## config.mk

```make
export PLATFORM = sky130hd
export DESIGN_NAME = psmac_digit_serial_mul
export DESIGN_NICKNAME = d
export VERILOG_FILES = /design/src/rtl/psmac_pkg.sv /design/src/rtl/psmac_digit_mul2.sv /design/src/rtl/psmac_digit_serial_mul.sv
export SDC_FILE = /design/constraint.sdc
export NUM_CORES = 1
export LEC_CHECK = 0
export CAP_MARGIN = 15
export CORE_MARGIN = 3
export CORE_UTILIZATION = 35
export CTS_CLUSTER_SIZE = 25
export DETAILED_ROUTE_END_ITERATION = 12
export PLACE_DENSITY_LB_ADDON = 0.2
export SYNTH_ARGS = -nofsm -noshare
export SYNTH_HDL_FRONTEND = slang
export SYNTH_SLANG_ARGS = --single-unit
```

## constraint.sdc

```tcl
create_clock -name i_clk -period 10 [get_ports i_clk]
set_clock_uncertainty 0.05 [all_clocks]
set_input_delay 1.5 -clock i_clk [delete_from_list [all_inputs] [get_ports i_clk]]
set_output_delay 1.5 -clock i_clk [all_outputs]
set_load 0.005 [all_outputs]
```

## src/rtl/psmac_pkg.sv

```systemverilog
// Shared definitions for the PSMAC digit-serial multiplier: precision codes,
// sequencer states, digit widths and the precision-to-digit-count helper.
package psmac_pkg;

  localparam logic [1:0] PREC_2 = 2'b00;
  localparam logic [1:0] PREC_4 = 2'b01;
  localparam logic [1:0] PREC_8 = 2'b10;

  localparam int DIGIT_W = 2;
  localparam int DPROD_W = 5;

  typedef enum logic [1:0] {
    IDLE,
    BUSY,
    DONE
  } psmac_state_e;

  // Reserved code 2'b11 runs at full 8-bit precision.
  function automatic logic [2:0] digits_for_prec(input logic [1:0] prec);
    case (prec)
      PREC_2:  return 3'd1;
      PREC_4:  return 3'd2;
      default: return 3'd4;
    endcase
  endfunction

endpackage

```

## src/rtl/psmac_digit_mul2.sv

```systemverilog
// Combinational 2x2 digit multiplier. Each digit is unsigned unless its sign
// flag is set; the 5-bit two's-complement product is exact (range -6..9).
module psmac_digit_mul2
  import psmac_pkg::*;
(
  input  logic [DIGIT_W-1:0] i_da,
  input  logic [DIGIT_W-1:0] i_db,
  input  logic               i_sa,
  input  logic               i_sb,
  output logic [DPROD_W-1:0] o_prod
);

  logic               w_sda;
  logic               w_sdb;
  logic signed [DPROD_W-1:0] w_da;
  logic signed [DPROD_W-1:0] w_db;

  assign w_sda  = i_sa & i_da[DIGIT_W-1];
  assign w_sdb  = i_sb & i_db[DIGIT_W-1];
  assign w_da   = {{(DPROD_W-DIGIT_W){w_sda}}, i_da};
  assign w_db   = {{(DPROD_W-DIGIT_W){w_sdb}}, i_db};
  assign o_prod = w_da * w_db;

endmodule

```

## src/rtl/psmac_digit_serial_mul.sv

```systemverilog
// Digit-serial precision-scalable multiplier: walks 2-bit digit pairs through
// one digit multiplier and shift-adds them. PSMAC_ACC_EN turns it into a MAC.
module psmac_digit_serial_mul
  import psmac_pkg::*;
#(
  parameter int MAX_W     = 8,
  parameter int ACC_GUARD = 4
) (
  input  logic               i_clk,
  input  logic               i_rst,
  input  logic               i_in_valid,
  output logic               o_in_ready,
  input  logic [1:0]         i_prec,
  input  logic [MAX_W-1:0]   i_a,
  input  logic [MAX_W-1:0]   i_b,
  input  logic               i_sa,
  input  logic               i_sb,
  output logic               o_out_valid,
  input  logic               i_out_ready,
  output logic [2*MAX_W-1:0] o_result
`ifdef PSMAC_ACC_EN
  ,
  input  logic               i_acc_clr
`endif
);

`ifdef PSMAC_ACC_EN
  localparam bit ACC_EN = 1'b1;
`else
  localparam bit ACC_EN = 1'b0;
`endif
  localparam int RES_W = 2 * MAX_W;
  localparam int ACC_W = RES_W + (ACC_EN ? ACC_GUARD : 0);
  localparam int N_MAX = MAX_W / DIGIT_W;
  localparam int IDX_W = (N_MAX > 1) ? $clog2(N_MAX) : 1;

  psmac_state_e       r_state;
  psmac_state_e       w_state_nxt;
  logic [MAX_W-1:0]   r_a;
  logic [MAX_W-1:0]   r_b;
  logic               r_sa;
  logic               r_sb;
  logic [IDX_W-1:0]   r_nlast;
  logic [IDX_W-1:0]   r_i;
  logic [IDX_W-1:0]   r_j;
  logic [ACC_W-1:0]   r_acc;

  logic [2:0]         w_n;
  logic [IDX_W-1:0]   w_nlast_in;
  logic [DIGIT_W-1:0] w_da;
  logic [DIGIT_W-1:0] w_db;
  logic [DPROD_W-1:0] w_pp;
  logic [ACC_W-1:0]   w_pp_ext;
  logic [IDX_W+1:0]   w_sh;
  logic [ACC_W-1:0]   w_term;
  logic               w_last_pair;

  assign w_n        = digits_for_prec(i_prec);
  assign w_nlast_in = IDX_W'(w_n - 3'd1);

  assign w_da = r_a[{r_i, 1'b0} +: DIGIT_W];
  assign w_db = r_b[{r_j, 1'b0} +: DIGIT_W];

  // Only the most significant digit of each operand carries the sign.
  psmac_digit_mul2 u_dmul (
    .i_da   (w_da),
    .i_db   (w_db),
    .i_sa   (r_sa & (r_i == r_nlast)),
    .i_sb   (r_sb & (r_j == r_nlast)),
    .o_prod (w_pp)
  );

  assign w_pp_ext    = {{(ACC_W-DPROD_W){w_pp[DPROD_W-1]}}, w_pp};
  assign w_sh        = {({1'b0, r_i} + {1'b0, r_j}), 1'b0};
  assign w_term      = w_pp_ext << w_sh;
  assign w_last_pair = (r_i == r_nlast) && (r_j == r_nlast);

  always_ff @(posedge i_clk) begin
    if (i_rst) r_state <= IDLE;
    else       r_state <= w_state_nxt;
  end

  always_comb begin
    w_state_nxt = r_state;
    o_in_ready  = 1'b0;
    o_out_valid = 1'b0;
    case (r_state)
      IDLE: begin
        o_in_ready = 1'b1;
        if (i_in_valid) w_state_nxt = BUSY;
      end
      BUSY: if (w_last_pair) w_state_nxt = DONE;
      DONE: begin
        o_out_valid = 1'b1;
        if (i_out_ready) w_state_nxt = IDLE;
      end
      default: w_state_nxt = IDLE;
    endcase
  end

  always_ff @(posedge i_clk) begin
    if (i_rst) begin
      r_a     <= '0;
      r_b     <= '0;
      r_sa    <= 1'b0;
      r_sb    <= 1'b0;
      r_nlast <= '0;
      r_i     <= '0;
      r_j     <= '0;
      r_acc   <= '0;
    end else begin
      case (r_state)
        IDLE: begin
`ifdef PSMAC_ACC_EN
          if (i_acc_clr) r_acc <= '0;
`endif
          if (i_in_valid) begin
            r_a     <= i_a;
            r_b     <= i_b;
            r_sa    <= i_sa;
            r_sb    <= i_sb;
            r_nlast <= w_nlast_in;
            r_i     <= '0;
            r_j     <= '0;
`ifndef PSMAC_ACC_EN
            r_acc   <= '0;
`endif
          end
        end
        BUSY: begin
          r_acc <= r_acc + w_term;
          if (r_j == r_nlast) begin
            r_j <= '0;
            r_i <= r_i + IDX_W'(1);
          end else begin
            r_j <= r_j + IDX_W'(1);
          end
        end
        default: ;
      endcase
    end
  end

`ifdef PSMAC_ACC_EN
  always_comb begin
    o_result = '0;
    if (r_state == DONE) o_result = r_acc[RES_W-1:0];
  end
`else
  // Bit 2W-1 of the product sits at index 4*n-1, i.e. {n-1, 2'b11}.
  logic [IDX_W+1:0] w_top_idx;
  logic             w_ext;

  assign w_top_idx = {r_nlast, 2'b11};
  assign w_ext     = (r_sa | r_sb) & r_acc[w_top_idx];

  always_comb begin
    o_result = '0;
    if (r_state == DONE) begin
      for (int k = 0; k < RES_W; k++)
        o_result[k] = (k <= int'(w_top_idx)) ? r_acc[k] : w_ext;
    end
  end
`endif

endmodule

```

==> impl_metrics.env <==
export IMPL_crit_arrival_ns=6.09
export IMPL_io_pin_count=42
export IMPL_syn_avg_cell_area_um2=7.84
export IMPL_final_max_slew_viol_count=0
export IMPL_path_class="reg2reg"
export IMPL_fmax_ghz=0.169
export IMPL_die_h_um=100
export IMPL_placed_area_mm2=0.00354
export IMPL_ctsHoldBuffers=0
export IMPL_clockRootBuffer="clkbuf_8"
export IMPL_rsz0062_at_grt="no"
export IMPL_post_route_min_period_ns=5.91
export IMPL_crit_required_ns=10.18
export IMPL_power_density_mw_per_mm2=109
export IMPL_synth_top_family_by_area="compound AO/OA/AOI/OAI gates"
export IMPL_port_buffers=41
export IMPL_layout_drive_gt1_share=0.0595
export IMPL_dp_slack_ns=4.16
export IMPL_numCtsBuffers=5
export IMPL_power_leakage_nw=1.46
export IMPL_cp_start_kind="flip-flop"
export IMPL_slew_headroom=0.539
export IMPL_grt_first_pass_wirelength_um=13200
export IMPL_final_area_mm2=0.00363
export IMPL_grt_overflow=0
export IMPL_tns_ns=0
export IMPL_synth_adder_area_share=0.113
export IMPL_syn_num_nets=443
export IMPL_maxCapViolCount=0
export IMPL_hpwlAfterDp_um=5800
export IMPL_wl_um=7820
export IMPL_grt_usage=0.161
export IMPL_multi_input_area_mm2=0.00210
export IMPL_rows=33
export IMPL_die_area_mm2=0.00999
export IMPL_synthCells=394
export IMPL_crit_fanout=19
export IMPL_grt_max_degree=42
export IMPL_cts_buffer_depth=2
export IMPL_cts_setup_buffers=0
export IMPL_muxShareOfSynthArea=0.0478
export IMPL_area_growth_pct=17.7
export IMPL_start_util=0.369
export IMPL_cts_tree="yes"
export IMPL_yosysUniqueCellTypes=51
export IMPL_synth_edff_count=0
export IMPL_critPathCaptureType="flip-flop"
export IMPL_die_w_um=100
export IMPL_drt_pass1_iter_count=5
export IMPL_ir_worst_vdd_v=0.0000901
export IMPL_synth_compound_area_frac=0.255
export IMPL_final_hold_violation_count=0
export IMPL_synth_simple_gate_area_frac=0.216
export IMPL_regArea_um2=841
export IMPL_first_iter_violations=200
export IMPL_antenna_left=0
export IMPL_gp_congestion=0.878
export IMPL_final_core_util=0.434
export IMPL_grt_pass1_vias=2799
export IMPL_vias=2853
export IMPL_synth_seq_area_share=0.272
export IMPL_fin_worst_hold_slack_ns=0.405
export IMPL_core_area_mm2=0.00838
export IMPL_setup_violations=0
export IMPL_synth_ff_type="dfxtp_1"
export IMPL_via_per_inst=5.43
export IMPL_clock_sinks=42
export IMPL_syn_area_mm2=0.00309
export IMPL_nets=468
export IMPL_status="complete, no violations"
export IMPL_n_fill_cell=875
export IMPL_worstMarginPinSlew_ns=0.675
export IMPL_cts_htree_levels=2
export IMPL_hp_class="reg2reg"
export IMPL_drc=0
export IMPL_clkSlewWorstSetupHoldPaths_ns=0.09
export IMPL_antenna_found_initial=0
export IMPL_clock_latency_ns=0.30
export IMPL_n_antenna_cell=0
export IMPL_synth_async_reset_ratio=0
export IMPL_wl_per_cell_um=14.9
export IMPL_synthXorXnorAreaFrac=0.0482
export IMPL_layout_setup_ws_ns=4.09
export IMPL_ys_seq_elements=42
export IMPL_finalCritPeriodShare=0.591
export IMPL_cts_resized=0
export IMPL_yosysWarnings=0
cells by family after synthesis:
kind of cell             count (synthesis)
XOR/XNOR                                17
buffers and inverters                   35
AND/OR/NAND/NOR                        141
adder cells (fa/ha/maj)                 25
flip-flops                              42
multiplexers                             8
AO/OA/AOI/OAI                          126
flip-flops by register name, summed over array words and instances, names as in the netlist:
| register | count |
|---|---|
| r_a | 8 |
| r_acc | 16 |
| r_b | 8 |
| r_i | 2 |
| r_j | 2 |
| r_nlast | 2 |
| r_sa | 1 |
| r_sb | 1 |
| r_state | 2 |
path summary, 6_finish.rpt:
| path | from | end | slack [ns] | cells past startpoint |
|---|---|---|---|---|
| max | r_nlast[1] | r_acc[15] | 4.09 | 21 |
| min | r_a[6] | r_a[6] | 0.41 | 2 |
| max reg2reg | r_nlast[1] | r_acc[15] | 4.09 | 21 |
| min reg2reg | r_a[6] | r_a[6] | 0.41 | 2 |
where the power goes:
group | switching [mW] | total [mW] | internal (mW)
sequential | 0.0125 | 0.189 | 0.177
combinational | 0.0493 | 0.0859 | 0.0366
clock | 0.0638 | 0.121 | 0.0572
total | 0.126 | 0.396 | 0.270
layout make-up:
cell class,count,area share
clock inverters,1,0.00241
flip-flops and latches,42,0.231
inverters,9,0.00929
well taps,105,0.0361
multi-input cells,317,0.578
repair buffers,44,0.119
clock buffers,7,0.0238
cells in the mapped netlist (all sizes together) (2+ instances only):
| master | n | share of area |
|---|---|---|
| nand2 | 55 | 0.067 |
| a21oi | 49 | 0.079 |
| dfxtp | 42 | 0.27 |
| nor2 | 28 | 0.034 |
| clkbuf | 23 | 0.028 |
| ha | 20 | 0.081 |
| o21ai | 17 | 0.028 |
| a22oi | 14 | 0.034 |
| xnor2 | 13 | 0.037 |
| and2 | 12 | 0.025 |
| a31oi | 11 | 0.022 |
| nand3 | 11 | 0.018 |
| a21o | 9 | 0.022 |
| inv | 9 | 0.011 |
| nor3 | 7 | 0.011 |
| o21bai | 6 | 0.015 |
| fa | 5 | 0.032 |
| mux4 | 5 | 0.038 |
| nand2b | 5 | 0.010 |
| nor2b | 5 | 0.010 |
| or2 | 5 | 0.010 |
| and3 | 4 | 0.0081 |
| xor2 | 4 | 0.011 |
| buf | 3 | 0.0089 |
| o21a | 3 | 0.0073 |
| or3 | 3 | 0.0061 |
| a2111oi | 2 | 0.0057 |
| a211o | 2 | 0.0057 |
| a211oi | 2 | 0.0049 |
| mux2i | 2 | 0.0065 |
| nand4 | 2 | 0.0040 |
| nor4b | 2 | 0.0057 |
| o211ai | 2 | 0.0065 |
| o22ai | 2 | 0.0040 |
cell usage in the layout (no fill, tap or decap), types with 3 or more instances in the layout:
master,n
a21o_1,8
a21oi_1,49
a22oi_1,14
a31oi_1,11
and2_1,11
and3_1,4
buf_4,3
clkbuf_8,6
clkdlybuf4s50_1,41
dfxtp_1,42
fa_1,5
ha_1,20
inv_1,9
mux4_2,4
nand2_1,55
nand2b_1,5
nand3_1,11
nor2_1,28
nor2b_1,5
nor3_1,7
o21a_1,3
o21ai_0,15
o21bai_1,6
or2_2,4
or3_1,3
xnor2_1,13
xor2_1,4
worst max-delay path, stage by stage (launching register included):
cell and delay (ns):
dfxtp_1 0.75, xnor2_1 0.23, nand4_1 0.23, or2_2 0.37, fa_1 0.50, fa_1 0.43, inv_1 0.06, ha_1 0.15
xnor2_1 0.14, xnor2_1 0.17, o21ba_1 0.19, a22oi_1 0.29, nor2_1 0.17, o21bai_1 0.20, a21oi_1 0.09, ha_1 0.25
a2111oi_0 0.62, o21ai_0 0.30, a31oi_1 0.23, o21ai_1 0.11, and2_1 0.19, o211ai_2 0.14
stage by stage:
step	power, mW	std cells
finish	0.396	525
global route	0.418	525
CTS	0.400	525
detailed placement	0.279	517
global placement	0.279	517
floorplan	0.250	394
routing by layer:
metal | part of all wire | global-route usage
met5 | 0 | 0
met2 | 0.44 | 0.250
met1 | 0.51 | 0.226
met3 | 0.029 | 0.0306
met4 | 0.017 | 0.0483
Power figures use the tool's default switching activity.
